===== config.mk =====
export PLATFORM = sky130hd
export DESIGN_NAME = rom_arbiter_flat
export DESIGN_NICKNAME = d
export VERILOG_FILES = /design/src/rtl/rom_arbiter_pkg.sv /design/src/rtl/rom_arbiter_if.sv /design/src/rtl/rom_load_align.sv /design/src/rtl/rom_arbiter.sv /design/src/flat_wrapper.sv
export SDC_FILE = /design/constraint.sdc
export NUM_CORES = 1
export LEC_CHECK = 0
export CORE_MARGIN = 2
export CORE_UTILIZATION = 33
export CTS_CLUSTER_SIZE = 25
export DETAILED_ROUTE_END_ITERATION = 12
export SKIP_CTS_REPAIR_TIMING = 1
export SYNTH_ARGS = -nofsm -noshare
export SYNTH_HDL_FRONTEND = slang
export SYNTH_SLANG_ARGS = --single-unit

===== constraint.sdc =====
create_clock -name clk -period 2 [get_ports clk]
set_input_delay 0.3 -clock clk [delete_from_list [all_inputs] [get_ports clk]]
set_output_delay 0.3 -clock clk [all_outputs]
set_load 0.005 [all_outputs]

===== src/rtl/rom_arbiter_pkg.sv =====
// Shared types for the ROM arbiter: owner encoding, load size codes and the
// per-load control captured at grant time.
package rom_arbiter_pkg;

  localparam int unsigned DATA_W   = 32;
  localparam int unsigned STARVE_W = 4;

  typedef enum logic [1:0] {
    OWNER_NONE  = 2'd0,
    OWNER_FETCH = 2'd1,
    OWNER_DATA  = 2'd2
  } owner_e;

  localparam logic [1:0] SIZE_BYTE = 2'd0;
  localparam logic [1:0] SIZE_HALF = 2'd1;
  localparam logic [1:0] SIZE_WORD = 2'd2;

  typedef struct packed {
    logic [1:0] lane;
    logic [1:0] size;
    logic       sext;
  } load_ctl_t;

endpackage


===== src/rtl/rom_arbiter_if.sv =====
// Fetch port, data port and ROM connection of the ROM arbiter.
// master = requesters plus the ROM; slave = the arbiter.
interface rom_arbiter_if #(
  parameter int unsigned ADDR_W = 10
);
  import rom_arbiter_pkg::*;

  logic              fetch_req;
  logic [ADDR_W-1:0] fetch_addr;
  logic              fetch_grant;
  logic              fetch_valid;
  logic [DATA_W-1:0] fetch_data;

  logic              data_req;
  logic [ADDR_W-1:0] data_addr;
  logic [1:0]        data_size;
  logic              data_signed;
  logic              data_grant;
  logic              data_valid;
  logic [DATA_W-1:0] data_rdata;

  logic [ADDR_W-1:0] rom_address;
  logic [DATA_W-1:0] rom_data_in;

  modport master (
    output fetch_req, fetch_addr, data_req, data_addr, data_size, data_signed, rom_data_in,
    input  fetch_grant, fetch_valid, fetch_data, data_grant, data_valid, data_rdata, rom_address
  );

  modport slave (
    input  fetch_req, fetch_addr, data_req, data_addr, data_size, data_signed, rom_data_in,
    output fetch_grant, fetch_valid, fetch_data, data_grant, data_valid, data_rdata, rom_address
  );

endinterface


===== src/rtl/rom_load_align.sv =====
// Load alignment: selects the byte/half lane of a ROM word and sign- or
// zero-extends it to 32 bits. Half loads ignore addr[0]; words ignore addr[1:0].
module rom_load_align
  import rom_arbiter_pkg::*;
(
  input  logic [DATA_W-1:0] word_i,
  input  logic [1:0]        addr_lo_i,
  input  logic [1:0]        size_i,
  input  logic              signed_i,
  output logic [DATA_W-1:0] rdata_o
);

  logic [7:0]  byte_sel;
  logic [15:0] half_sel;

  always_comb begin
    byte_sel = word_i[7:0];
    half_sel = word_i[15:0];
    rdata_o  = word_i;
    unique case (addr_lo_i)
      2'd0: byte_sel = word_i[7:0];
      2'd1: byte_sel = word_i[15:8];
      2'd2: byte_sel = word_i[23:16];
      2'd3: byte_sel = word_i[31:24];
    endcase
    if (addr_lo_i[1]) half_sel = word_i[31:16];
    case (size_i)
      SIZE_BYTE: rdata_o = {{24{signed_i & byte_sel[7]}}, byte_sel};
      SIZE_HALF: rdata_o = {{16{signed_i & half_sel[15]}}, half_sel};
      default:   rdata_o = word_i;
    endcase
  end

endmodule


===== src/rtl/rom_arbiter.sv =====
// Shares a single-port registered-read ROM between instruction fetch and data loads.
// Data has priority; a starvation counter forces a fetch win. ROM_FETCH_CACHE_EN adds a one-entry fetch cache.
module rom_arbiter
  import rom_arbiter_pkg::*;
#(
  parameter int unsigned ADDR_W       = 10,
  parameter int unsigned STARVE_LIMIT = 3
) (
  input  logic         clk,
  input  logic         reset,
  rom_arbiter_if.slave bus
);

  localparam logic [STARVE_W-1:0] LIMIT = STARVE_W'(STARVE_LIMIT);

  owner_e              owner_q, owner_d;
  logic [STARVE_W-1:0] starve_q, starve_d;
  logic [ADDR_W-1:0]   rom_addr_q, rom_addr_d;
  load_ctl_t           ctl_q, ctl_d;
  logic [DATA_W-1:0]   fetch_hold_q, data_hold_q;

  logic                fetch_hit, fetch_rom_win, data_win;
  logic                fetch_ret, data_ret;
  logic [DATA_W-1:0]   fetch_src, load_word;

`ifdef ROM_FETCH_CACHE_EN
  localparam int unsigned TAG_W = ADDR_W - 2;

  logic              cache_valid_q;
  logic [TAG_W-1:0]  cache_tag_q;
  logic [DATA_W-1:0] cache_data_q;
  logic              hit_q;
  logic [DATA_W-1:0] hit_data_q;

  assign fetch_hit = ~reset & bus.fetch_req & cache_valid_q
                   & (cache_tag_q == bus.fetch_addr[ADDR_W-1:2]);

  // Hit data is latched at issue so a same-cycle refill cannot corrupt it.
  always_ff @(posedge clk) begin
    if (reset) begin
      cache_valid_q <= 1'b0;
      cache_tag_q   <= '0;
      cache_data_q  <= '0;
      hit_q         <= 1'b0;
      hit_data_q    <= '0;
    end else begin
      hit_q      <= fetch_hit;
      hit_data_q <= cache_data_q;
      if (owner_q == OWNER_FETCH) begin
        cache_valid_q <= 1'b1;
        cache_tag_q   <= rom_addr_q[ADDR_W-1:2];
        cache_data_q  <= bus.rom_data_in;
      end
    end
  end

  assign fetch_src = hit_q ? hit_data_q : bus.rom_data_in;
  assign fetch_ret = ~reset & (hit_q | (owner_q == OWNER_FETCH));
`else
  assign fetch_hit = 1'b0;
  assign fetch_src = bus.rom_data_in;
  assign fetch_ret = ~reset & (owner_q == OWNER_FETCH);
`endif

  assign data_ret = ~reset & (owner_q == OWNER_DATA);

  // Arbitration, ROM address mux and next owner.
  always_comb begin
    fetch_rom_win = 1'b0;
    data_win      = 1'b0;
    starve_d      = starve_q;
    owner_d       = OWNER_NONE;
    rom_addr_d    = rom_addr_q;
    ctl_d         = ctl_q;
    if (!reset) begin
      if (fetch_hit) begin
        data_win = bus.data_req;
        starve_d = '0;
      end else if (bus.fetch_req && bus.data_req) begin
        if (starve_q >= LIMIT) begin
          fetch_rom_win = 1'b1;
          starve_d      = '0;
        end else begin
          data_win = 1'b1;
          starve_d = starve_q + STARVE_W'(1);
        end
      end else begin
        fetch_rom_win = bus.fetch_req;
        data_win      = bus.data_req;
        starve_d      = '0;
      end
    end
    if (fetch_rom_win) begin
      owner_d    = OWNER_FETCH;
      rom_addr_d = bus.fetch_addr;
    end
    if (data_win) begin
      owner_d    = OWNER_DATA;
      rom_addr_d = bus.data_addr;
      ctl_d      = '{lane: bus.data_addr[1:0], size: bus.data_size, sext: bus.data_signed};
    end
  end

  always_ff @(posedge clk) begin
    if (reset) begin
      owner_q      <= OWNER_NONE;
      starve_q     <= '0;
      rom_addr_q   <= '0;
      ctl_q        <= '0;
      fetch_hold_q <= '0;
      data_hold_q  <= '0;
    end else begin
      owner_q    <= owner_d;
      starve_q   <= starve_d;
      rom_addr_q <= rom_addr_d;
      ctl_q      <= ctl_d;
      if (fetch_ret) fetch_hold_q <= fetch_src;
      if (data_ret)  data_hold_q  <= load_word;
    end
  end

  rom_load_align u_align (
    .word_i    (bus.rom_data_in),
    .addr_lo_i (ctl_q.lane),
    .size_i    (ctl_q.size),
    .signed_i  (ctl_q.sext),
    .rdata_o   (load_word)
  );

  // The ROM output register supplies return data; hold registers keep it between pulses.
  assign bus.fetch_grant = fetch_rom_win | fetch_hit;
  assign bus.data_grant  = data_win;
  assign bus.rom_address = rom_addr_d;
  assign bus.fetch_valid = fetch_ret;
  assign bus.data_valid  = data_ret;
  assign bus.fetch_data  = fetch_ret ? fetch_src : fetch_hold_q;
  assign bus.data_rdata  = data_ret ? load_word : data_hold_q;

endmodule


===== src/flat_wrapper.sv =====
// flat-port wrapper written by rule: the top's interface ports become plain ports
module rom_arbiter_flat import rom_arbiter_pkg::*;
#(
  parameter int unsigned ADDR_W       = 10,
  parameter int unsigned STARVE_LIMIT = 3
)
  (clk, reset, bus_fetch_req, bus_fetch_addr, bus_data_req, bus_data_addr, bus_data_size, bus_data_signed, bus_rom_data_in, bus_fetch_grant, bus_fetch_valid, bus_fetch_data, bus_data_grant, bus_data_valid, bus_data_rdata, bus_rom_address);
  rom_arbiter_if #(.ADDR_W(ADDR_W)) bus_i ();
  input  logic clk;
  input  logic reset;
  input wire logic [$bits(bus_i.fetch_req)-1:0] bus_fetch_req;
  input wire logic [$bits(bus_i.fetch_addr)-1:0] bus_fetch_addr;
  input wire logic [$bits(bus_i.data_req)-1:0] bus_data_req;
  input wire logic [$bits(bus_i.data_addr)-1:0] bus_data_addr;
  input wire logic [$bits(bus_i.data_size)-1:0] bus_data_size;
  input wire logic [$bits(bus_i.data_signed)-1:0] bus_data_signed;
  input wire logic [$bits(bus_i.rom_data_in)-1:0] bus_rom_data_in;
  output wire logic [$bits(bus_i.fetch_grant)-1:0] bus_fetch_grant;
  output wire logic [$bits(bus_i.fetch_valid)-1:0] bus_fetch_valid;
  output wire logic [$bits(bus_i.fetch_data)-1:0] bus_fetch_data;
  output wire logic [$bits(bus_i.data_grant)-1:0] bus_data_grant;
  output wire logic [$bits(bus_i.data_valid)-1:0] bus_data_valid;
  output wire logic [$bits(bus_i.data_rdata)-1:0] bus_data_rdata;
  output wire logic [$bits(bus_i.rom_address)-1:0] bus_rom_address;
  assign bus_i.fetch_req = bus_fetch_req;
  assign bus_i.fetch_addr = bus_fetch_addr;
  assign bus_i.data_req = bus_data_req;
  assign bus_i.data_addr = bus_data_addr;
  assign bus_i.data_size = bus_data_size;
  assign bus_i.data_signed = bus_data_signed;
  assign bus_i.rom_data_in = bus_rom_data_in;
  assign bus_fetch_grant = bus_i.fetch_grant;
  assign bus_fetch_valid = bus_i.fetch_valid;
  assign bus_fetch_data = bus_i.fetch_data;
  assign bus_data_grant = bus_i.data_grant;
  assign bus_data_valid = bus_i.data_valid;
  assign bus_data_rdata = bus_i.data_rdata;
  assign bus_rom_address = bus_i.rom_address;
  rom_arbiter #(.ADDR_W(ADDR_W), .STARVE_LIMIT(STARVE_LIMIT)) u_core (.clk(clk), .reset(reset), .bus(bus_i));
endmodule

==> flow_summary.yaml, run 1 <==
run_status:
  status: "finished with violations"
  violations: "negative setup slack"
route:
  drtIter0Drc: 402
  route.met2.wl_um: 7305
  drt-vias-per-instance: 5.277
  wl_per_cell_um: 18.18
  first_pass_iters: 5
  drcViolationCount: 0
  dr_wl_met3_um: 1303
  vias: 4712
  wl_met1_um: 7279
  ant_nets: 0
  topRoutingLayerUsed: "met4"
  wl_um: 16240
sta:
  report.final.slew_viol_count: 0
  setup_viol: 86
  setup_slack_ns: -0.6478
  fin_hold_ws_ns: 0.3809
  timing.slew.headroom_pct: 47.79
  hold_viol_final: 0
  grt_setup_unrepaired: "true"
  finalCriticalPeriod_ns: 2.648
  period_share_pct: 132.4
  fmax_ghz: 0.3777
  tightestPinTransition_ns: 0.7832
  skew_ns: 0.004459
grt:
  grt_first_pass_wirelength_um: 20950
  grt_usage_pct: 20.57
  antenna_found_initial: 0
  grt_max_degree: 66
  overflow: 0
  grt_pass1_vias: 4068
setup_path:
  cp.required_ns: 1.70
  r2r_cells: 10
  start_kind: "flip-flop"
  crit_chain: "or3b_4 > inv_4 > o31ai_4 > buf_6 > o32ai_4 > buf_6 > clkbuf_16 > buf_6 > buf_6 > a21oi_2 > buf_2"
  reg2reg_slack_ns: -0.14
  rr_endpoint: "u_core.data_hold_q[22]$_SDFF_PP0_"
  cp-startpoint: "u_core.owner_q[1]$_SDFF_PP0_"
  r2r-start: "u_core.owner_q[1]$_SDFF_PP0_"
  path_common_cell: "buf_6"
  endpoint_kind: "primary output"
  critPathMaxFanout: 3
  arrival_ns: 2.35
  worstSetupEndpoint: "bus_data_rdata[30]"
  cpPeakStageDelay_ns: 0.40
  cpMaxStageDelayCell: "or3b_4"
  path_class: "reg2out"
finish:
  nets: 802
  n_antenna_cell: 0
  fillCellCount: 972
  finalNonFillerCells: 893
  multi_input_area_mm2: 0.002590
  seq_area_mm2: 0.001713
  layout-drive-gt1-share_pct: 48.12
  syn_to_final_growth_pct: 89.19
  postLayoutCoreUtil_pct: 63.70
place:
  dp_hpwl_um: 10150
  portBuffers: 136
  place_inst: 813
  gp_congestion: 0.8984
  pre_cts_slack_ns: -0.9264
floorplanning:
  die_area_mm2: 0.01310
  coreArea_mm2: 0.01196
  ios: 137
  die_w_um: 114.5
  die_h_um: 114.5
  core.rowCount: 40
  initial_core_util_pct: 33.67
synth:
  synthSimpleGateAreaFrac_pct: 21.22
  synth_area_leader_cell: "dfxtp_1"
  synth-edff-count: 0
  synth.area.mux_share_pct: 11.43
  synth_xor_area_share_pct: 0
  avgSynthCellArea_um2: 8.950
  synth_top_family_by_area: "simple AND/OR/NAND/NOR gates"
  synth-seq-area-share_pct: 42.25
  yosysTopAreaCellShare_pct: 42.25
  synth_compound_gate_area_share_pct: 19.88
  yosys_warnings: 0
  ys_types: 39
  synth-adder-area-share_pct: 0.3107
  syn_inst: 450
  synth.cell_area_mm2: 0.004028
  synth_async_sr_flop_share_pct: 0
  synth_area_leaders: "dfxtp_1, mux2_2, nor2b_1"
  ys_ff_latch: 85
  synthFlopType: "dfxtp_1"
clock_tree:
  cts_num_sinks: 85
  htreeDepth: 3
  clk_pin_slew_ns: 0.06
  cts_buffer_depth: 2
  cts_inserted_buffers: 9
  cts_tree: "yes"
  cts-root-buf: "clkbuf_16"
  worstSkewPairLatency_ns: 0.34
power:
  p_leak_nw: 3.432
  ir_drop_mv: 0.3104
  power.total_w: 0.004654
  p_per_area_mw_per_mm2: 610.8
hold_path:
  hp-class: "in2reg"
run:
  drv_cap: 0
==> routing by layer <==
layer | vias to the layer above | global-route usage (%)
li1 | 2199 | -
met1 | 2266 | 28.99
met2 | 215 | 30.77
met3 | 32 | 4.976
met4 | 0 | 6.911
met5 | - | 0
==> state kept, by name, summed over array words and instances, names as in the netlist <==
signal               count
u_core.ctl_q             5
u_core.data_hold_q      32
u_core.fetch_hold_q     32
u_core.owner_q           2
u_core.rom_addr_q       10
u_core.starve_q          4
==> kinds of logic after synthesis <==
kind of cell / Yosys count
buf+inv: 43
fa+ha+maj: 1
compound gates: 108
mux: 42
flops: 85
simple gates: 170
other cells: 1
==> cell type report <==
cell class,count,share of cell area [%]
Clock buffer,11,3.317
Clock inverter,4,0.6240
Inverter,7,0.4269
Multi-Input combinational cell,324,33.99
Sequential cell,85,22.48
Tap cell,147,2.414
Timing Repair Buffer,314,36.65
Timing Repair inverter,1,0.09852
==> cells in the mapped netlist (all sizes together), types with 5 or more instances <==
library cell  number
a211oi            17
inv                7
mux2i             10
a311oi            18
nor2              52
and3b              9
a31oi             26
o211a              6
a21oi             23
a2bb2oi            6
buf               12
nand2             47
a22o               5
mux2              32
nor3               9
nor2b             44
dfxtp             85
clkbuf            24
==> per-stage QoR <==
stage | cell area [um2] | setup TNS [ns]
after global placement | 6324 | -42.46
final | 7620 | -24.24
after floorplan | 4031 | 0
after global routing | 7620 | -28.90
after detailed placement | 6324 | -45.17
after CTS | 6624 | -50.29
==> worst min path at each step <==
stage                                   from                              end  slack [ns]  depth (start not counted)
4_1_cts                                reset  u_core.rom_addr_q[5]$_SDFF_PP0_        0.38                          3
3_3_place_gp   u_core.starve_q[0]$_SDFF_PP0_    u_core.starve_q[0]$_SDFF_PP0_        0.41                          1
2_1_floorplan  u_core.starve_q[0]$_SDFF_PP0_    u_core.starve_q[0]$_SDFF_PP0_        0.40                          1
3_5_place_dp   u_core.starve_q[0]$_SDFF_PP0_    u_core.starve_q[0]$_SDFF_PP0_        0.43                          1
5_1_grt                                reset  u_core.rom_addr_q[2]$_SDFF_PP0_        0.40                          3
6_report                               reset  u_core.rom_addr_q[0]$_SDFF_PP0_        0.38                          3
==> where the power goes <==
group / leakage, nW / total [W] / switching [W] / internal, W
Combinational: 2.59 / 0.00116 / 0.000499 / 0.000662
Sequential: 0.696 / 0.00180 / 0.0000342 / 0.00176
Clock: 0.147 / 0.00169 / 0.000670 / 0.00102
Total: 3.43 / 0.00465 / 0.00120 / 0.00345
==> cells in the final DEF, fill, tap and decap left out, types with 4 or more instances in the layout <==
cell	Yosys	routed
buf_4	0	135
dfxtp_1	85	78
clkdlybuf4s50_1	0	68
nor2_1	52	49
nor2b_1	44	41
clkbuf_2	0	41
nand2_1	47	31
mux2_4	0	30
buf_6	3	24
a31oi_1	26	21
a311oi_1	18	18
buf_2	8	17
clkbuf_16	0	16
a21oi_1	23	14
a211oi_2	0	12
nand2_2	0	10
buf_12	0	10
mux2i_1	10	9
a21oi_2	0	9
and3b_1	9	9
nor3_1	9	9
dlymetal6s2s_1	0	7
a2bb2oi_1	6	6
o211a_1	6	6
dfxtp_2	0	6
inv_1	6	5
nand2_4	0	5
a22o_1	5	5
a211oi_1	17	5
buf_8	0	5
a31oi_2	0	4
==> critical path, delay by kind of cell (launching register included) <==
| kind | cells | cell delay [ns] |
|---|---|---|
| AOI/OAI and AO/OA | 3 | 0.46 |
| buffers and inverters | 7 | 0.81 |
| DFF | 1 | 0.32 |
| and+or+nand+nor | 1 | 0.40 |
Note: power is estimated with default switching activity, not from simulation.
==> run 2, diff against run 1 <==
- GPL_TIMING_DRIVEN: unset -> 0
==> flow_summary.yaml, run 2 (synthesized netlist as in run 1, its figures left out) <==
route:
  wl_per_cell_um: 18.24
  first_pass_iters: 5
  ant_nets: 0
  wl_um: 14750
  drcViolationCount: 0
  drt-vias-per-instance: 5.289
  vias: 4279
  drtIter0Drc: 278
sta:
  report.final.slew_viol_count: 0
  finalCriticalPeriod_ns: 2.516
  timing.slew.headroom_pct: 59.52
  fmax_ghz: 0.3975
  tns_ns: -16.59
  setup_viol: 63
  tightestPinTransition_ns: 0.6073
  setup_slack_ns: -0.5160
  grt_setup_unrepaired: "true"
  hold_viol_final: 0
  period_share_pct: 125.8
  fin_hold_ws_ns: 0.4229
  skew_ns: 0.01109
floorplanning:
  ios: 137
  initial_core_util_pct: 33.67
  die_h_um: 114.5
  core.rowCount: 40
  die_w_um: 114.5
  coreArea_mm2: 0.01196
  die_area_mm2: 0.01310
finish:
  syn_to_final_growth_pct: 69.87
  n_antenna_cell: 0
  nets: 717
  mostFrequentLayoutCells: "dfxtp_1, clkdlybuf4s50_1, nor2_1, nor2b_1, clkbuf_2"
  top_regs: "u_core.data_hold_q (32), u_core.fetch_hold_q (32), u_core.rom_addr_q (10)"
  layout-drive-gt1-share_pct: 39.43
  post-route-cell-area_mm2: 0.006842
  postLayoutCoreUtil_pct: 57.20
  layout_commonest_cell: "dfxtp_1"
place:
  gp_congestion: 0.8466
  portBuffers: 136
  dp_hpwl_um: 9844
  placed_cell_area_mm2: 0.005577
setup_path:
  cpLargestDelayFamily: "buffers and inverters"
  worst-path-buf-inv: 5
  arrival_ns: 2.22
  cp.required_ns: 1.70
  path_class: "reg2out"
  endpoint_kind: "primary output"
  path_common_cell: "buf_6"
  crit_chain: "or3b_4 > inv_4 > o31ai_4 > o32ai_4 > buf_6 > buf_6 > buf_6 > a21oi_2 > buf_2"
  critPathMaxFanout: 4
  start_kind: "flip-flop"
  cpPeakStageDelay_ns: 0.43
  cpMaxStageDelayCell: "or3b_4"
grt:
  grt_usage_pct: 19.92
  overflow: 0
  grt_max_degree: 16
  grt_pass1_vias: 3922
  grt_first_pass_wirelength_um: 20290
  antenna_found_initial: 0
power:
  p_leak_nw: 3.184
  ir_drop_mv: 0.4538
  p_per_area_mw_per_mm2: 637.5
run_status:
  violations: "negative setup slack"
  status: "finished with violations"
clock_tree:
  cts_buffer_depth: 2
  cts_num_sinks: 85
  cts_inserted_buffers: 9
  worstSkewPairLatency_ns: 0.34
  htreeDepth: 3
  cts-root-buf: "clkbuf_16"
  clk_pin_slew_ns: 0.06
  cts_tree: "yes"
run:
  drv_cap: 0
hold_path:
  hp-class: "in2reg"
==> run 2: cell count changes in the layout (fill, tap and decap cells not counted), moves of 7 or more <==
cell,delta
clkdlybuf4s50_1,-12
dlymetal6s2s_1,+16
buf_6,+7
buf_4,-100
mux2_4,-16
buf_12,-7
mux2_2,+16
clkbuf_1,+9
buf_2,+10
a211oi_2,-9
a211oi_1,+9
==> run 2: metal layers <==
metal	global-route usage [%]	share of wire [%]	vias up
li1	-	-	2025
met1	27.28	44	2022
met2	30.97	45	201
met3	5.241	8.0	31
met4	5.528	2.5	0
met5	0	0	-
==> run 2: worst register-to-register path: stages, from the launching register on <==
cell	delay [ns]
dfxtp_4	0.37
mux2i_1	0.15
nor4_4	0.37
buf_4	0.19
o32ai_4	0.12
buf_6	0.16
buf_6	0.11
buf_6	0.11
buf_4	0.13
buf_6	0.12
a211oi_1	0.20
==> run 2: area by class of cell <==
| cell class | count | area, um2 |
|---|---|---|
| Buffer | 35 | 306.5 |
| Tap cell | 147 | 183.9 |
| Sequential cell | 85 | 1717 |
| Inverter | 7 | 31.28 |
| Clock buffer | 10 | 229.0 |
| Fill cell | 1041 | 5120 |
| Timing Repair Buffer | 196 | 1744 |
| Clock inverter | 6 | 47.55 |
| Multi-Input combinational cell | 323 | 2582 |
==> run 2: metrics by stage <==
stage | cells | power [W] | worst slack (ns)
floorplan | 451 | 0.002179 | 0.1557
detailed placement | 734 | 0.002627 | -1.233
global route | 809 | 0.004524 | -0.5707
global placement | 734 | 0.002619 | -1.243
CTS | 750 | 0.004177 | -1.237
finish | 809 | 0.004362 | -0.5160
==> run 2: worst paths after layout <==
check	end	from	depth (start not counted)	slack, ns
worst max-delay path	bus_data_rdata[29]	u_core.owner_q[1]$_SDFF_PP0_	9	-0.52
worst min-delay path	u_core.data_hold_q[23]$_SDFF_PP0_	bus_rom_data_in[23]	3	0.42
worst max register to register	u_core.data_hold_q[29]$_SDFF_PP0_	u_core.ctl_q[3]$_SDFFE_PP0P_	10	-0.12
worst min register to register	u_core.starve_q[0]$_SDFF_PP0_	u_core.starve_q[0]$_SDFF_PP0_	1	0.44
==> run 2: where the power goes <==
| part | switching (W) | leakage (nW) | internal, W |
|---|---|---|---|
| Clock | 0.000717 | 0.133 | 0.000853 |
| Sequential | 0.0000386 | 0.696 | 0.00176 |
| Combinational | 0.000462 | 2.35 | 0.000528 |
==> run 3, diff against run 2 <==
- RECOVER_POWER: unset -> 100
==> flow_summary.yaml, run 3 (synthesized netlist as in run 1, its figures left out) <==
run_status:
  status: "finished with violations"
  violations: "negative setup slack"
finish:
  finalNonFillerCells: 809
  nets: 717
  syn_to_final_growth_pct: 68.97
  layout_commonest_cell: "dfxtp_1"
  mostFrequentLayoutCells: "dfxtp_1, clkdlybuf4s50_1, nor2_1, nor2b_1, clkbuf_2"
  top_regs: "u_core.data_hold_q (32), u_core.fetch_hold_q (32), u_core.rom_addr_q (10)"
  layout-drive-gt1-share_pct: 38.97
  fillCellCount: 1046
  n_antenna_cell: 0
run:
  drv_cap: 0
sta:
  hold_viol_final: 0
  setup_slack_ns: -0.5085
  setup_viol: 78
  skew_ns: 0.01051
  report.final.slew_viol_count: 0
  tightestPinTransition_ns: 0.5972
  grt_setup_unrepaired: "true"
  fmax_ghz: 0.3986
  finalCriticalPeriod_ns: 2.508
  period_share_pct: 125.4
  timing.slew.headroom_pct: 60.19
route:
  ant_nets: 0
  first_pass_iters: 5
  drcViolationCount: 0
  drtIter0Drc: 327
  wl_per_cell_um: 18.19
  drt-vias-per-instance: 5.290
  vias: 4280
  wl_um: 14710
setup_path:
  cp.required_ns: 1.70
  worst-path-buf-inv: 5
  path_class: "reg2out"
  endpoint_kind: "primary output"
  path_common_cell: "buf_6"
  crit_chain: "or3b_4 > inv_4 > o31ai_4 > o32ai_4 > buf_6 > buf_6 > buf_6 > a21oi_2 > buf_2"
  cpPeakStageDelay_ns: 0.43
  cpLargestDelayFamily: "buffers and inverters"
  cpMaxStageDelayCell: "or3b_4"
  arrival_ns: 2.21
  start_kind: "flip-flop"
  critPathMaxFanout: 4
grt:
  overflow: 0
  antenna_found_initial: 0
  met2_usage_pct: 30.97
  grt_first_pass_wirelength_um: 20290
  met1_usage_pct: 27.28
  grt_pass1_vias: 3922
  grt_max_degree: 16
  use_met3_pct: 5.241
  grt_usage_pct: 19.92
  gr-max-usage-layer: "met2"
floorplanning:
  die_area_mm2: 0.01310
  die_w_um: 114.5
  coreArea_mm2: 0.01196
  ios: 137
  initial_core_util_pct: 33.67
  core.rowCount: 40
  die_h_um: 114.5
place:
  portBuffers: 136
  dp_hpwl_um: 9844
  gp_congestion: 0.8466
  place_inst: 734
clock_tree:
  cts_num_sinks: 85
  clk_pin_slew_ns: 0.06
  worstSkewPairLatency_ns: 0.34
  htreeDepth: 3
  cts_buffer_depth: 2
  cts_inserted_buffers: 9
  cts-root-buf: "clkbuf_16"
  cts_tree: "yes"
power:
  p_per_area_mw_per_mm2: 639.2
  p_leak_nw: 3.157
  power.total_w: 0.004350
  ir_drop_mv: 0.4504
hold_path:
  hp-class: "in2reg"
-- run 3: layout make-up --
class	count	area (um2)	share of cell area [%]
timing repair buffer	196	1724	25.34
tap	147	183.9	2.703
inverter	7	31.28	0.4596
sequential	85	1717	25.23
clock buffer	10	229.0	3.365
buffer	35	290.3	4.265
clock inverter	6	47.55	0.6987
multi-input combinational	323	2582	37.95
-- run 3: final timing paths --
path,startpoint,end,slack [ns],cells after the start
max,u_core.owner_q[1]$_SDFF_PP0_,bus_data_rdata[29],-0.51,9
min,bus_rom_data_in[23],u_core.data_hold_q[23]$_SDFF_PP0_,0.43,3
max reg2reg,u_core.ctl_q[3]$_SDFFE_PP0P_,u_core.data_hold_q[29]$_SDFF_PP0_,-0.11,10
min reg2reg,u_core.starve_q[0]$_SDFF_PP0_,u_core.starve_q[0]$_SDFF_PP0_,0.44,1
-- run 3: stage by stage --
step	cell area [um2]	TNS, ns	hold WS, ns	setup slack [ns]	utilization, %
after floorplan	4031	0	0.3983	0.1557	-
after global placement	5577	-97.12	0.4095	-1.243	46.62
after detailed placement	5577	-94.61	0.4458	-1.233	46.62
after CTS	5853	-74.12	0.4522	-1.237	48.93
after global routing	6805	-27.62	0.4406	-0.5707	56.89
final	6805	-21.64	0.4266	-0.5085	56.89
-- run 3: report_power, final --
group / total (W) / internal [W] / switching [W]
registers: 0.00180 / 0.00176 / 0.0000386
clock network: 0.00157 / 0.000853 / 0.000713
logic: 0.000982 / 0.000522 / 0.000460
total: 0.00435 / 0.00314 / 0.00121
-- run 3: per-layer routing --
| metal | share of wire, % | up-vias | routed length [um] |
|---|---|---|---|
| met5 | 0 | - | 0 |
| met3 | 8.3 | 21 | 1219 |
| met2 | 46 | 199 | 6748 |
| met1 | 44 | 2039 | 6464 |
| met4 | 1.9 | 0 | 282 |
| li1 | - | 2021 | - |
-- run 3: worst register-to-register path, stage by stage (launching register included) --
cell      delay, ns
dfxtp_4        0.37
mux2i_1        0.15
nor4_4         0.37
buf_4          0.19
o32ai_4        0.12
buf_6          0.16
buf_6          0.11
buf_6          0.11
buf_4          0.13
buf_6          0.12
a211oi_1       0.20
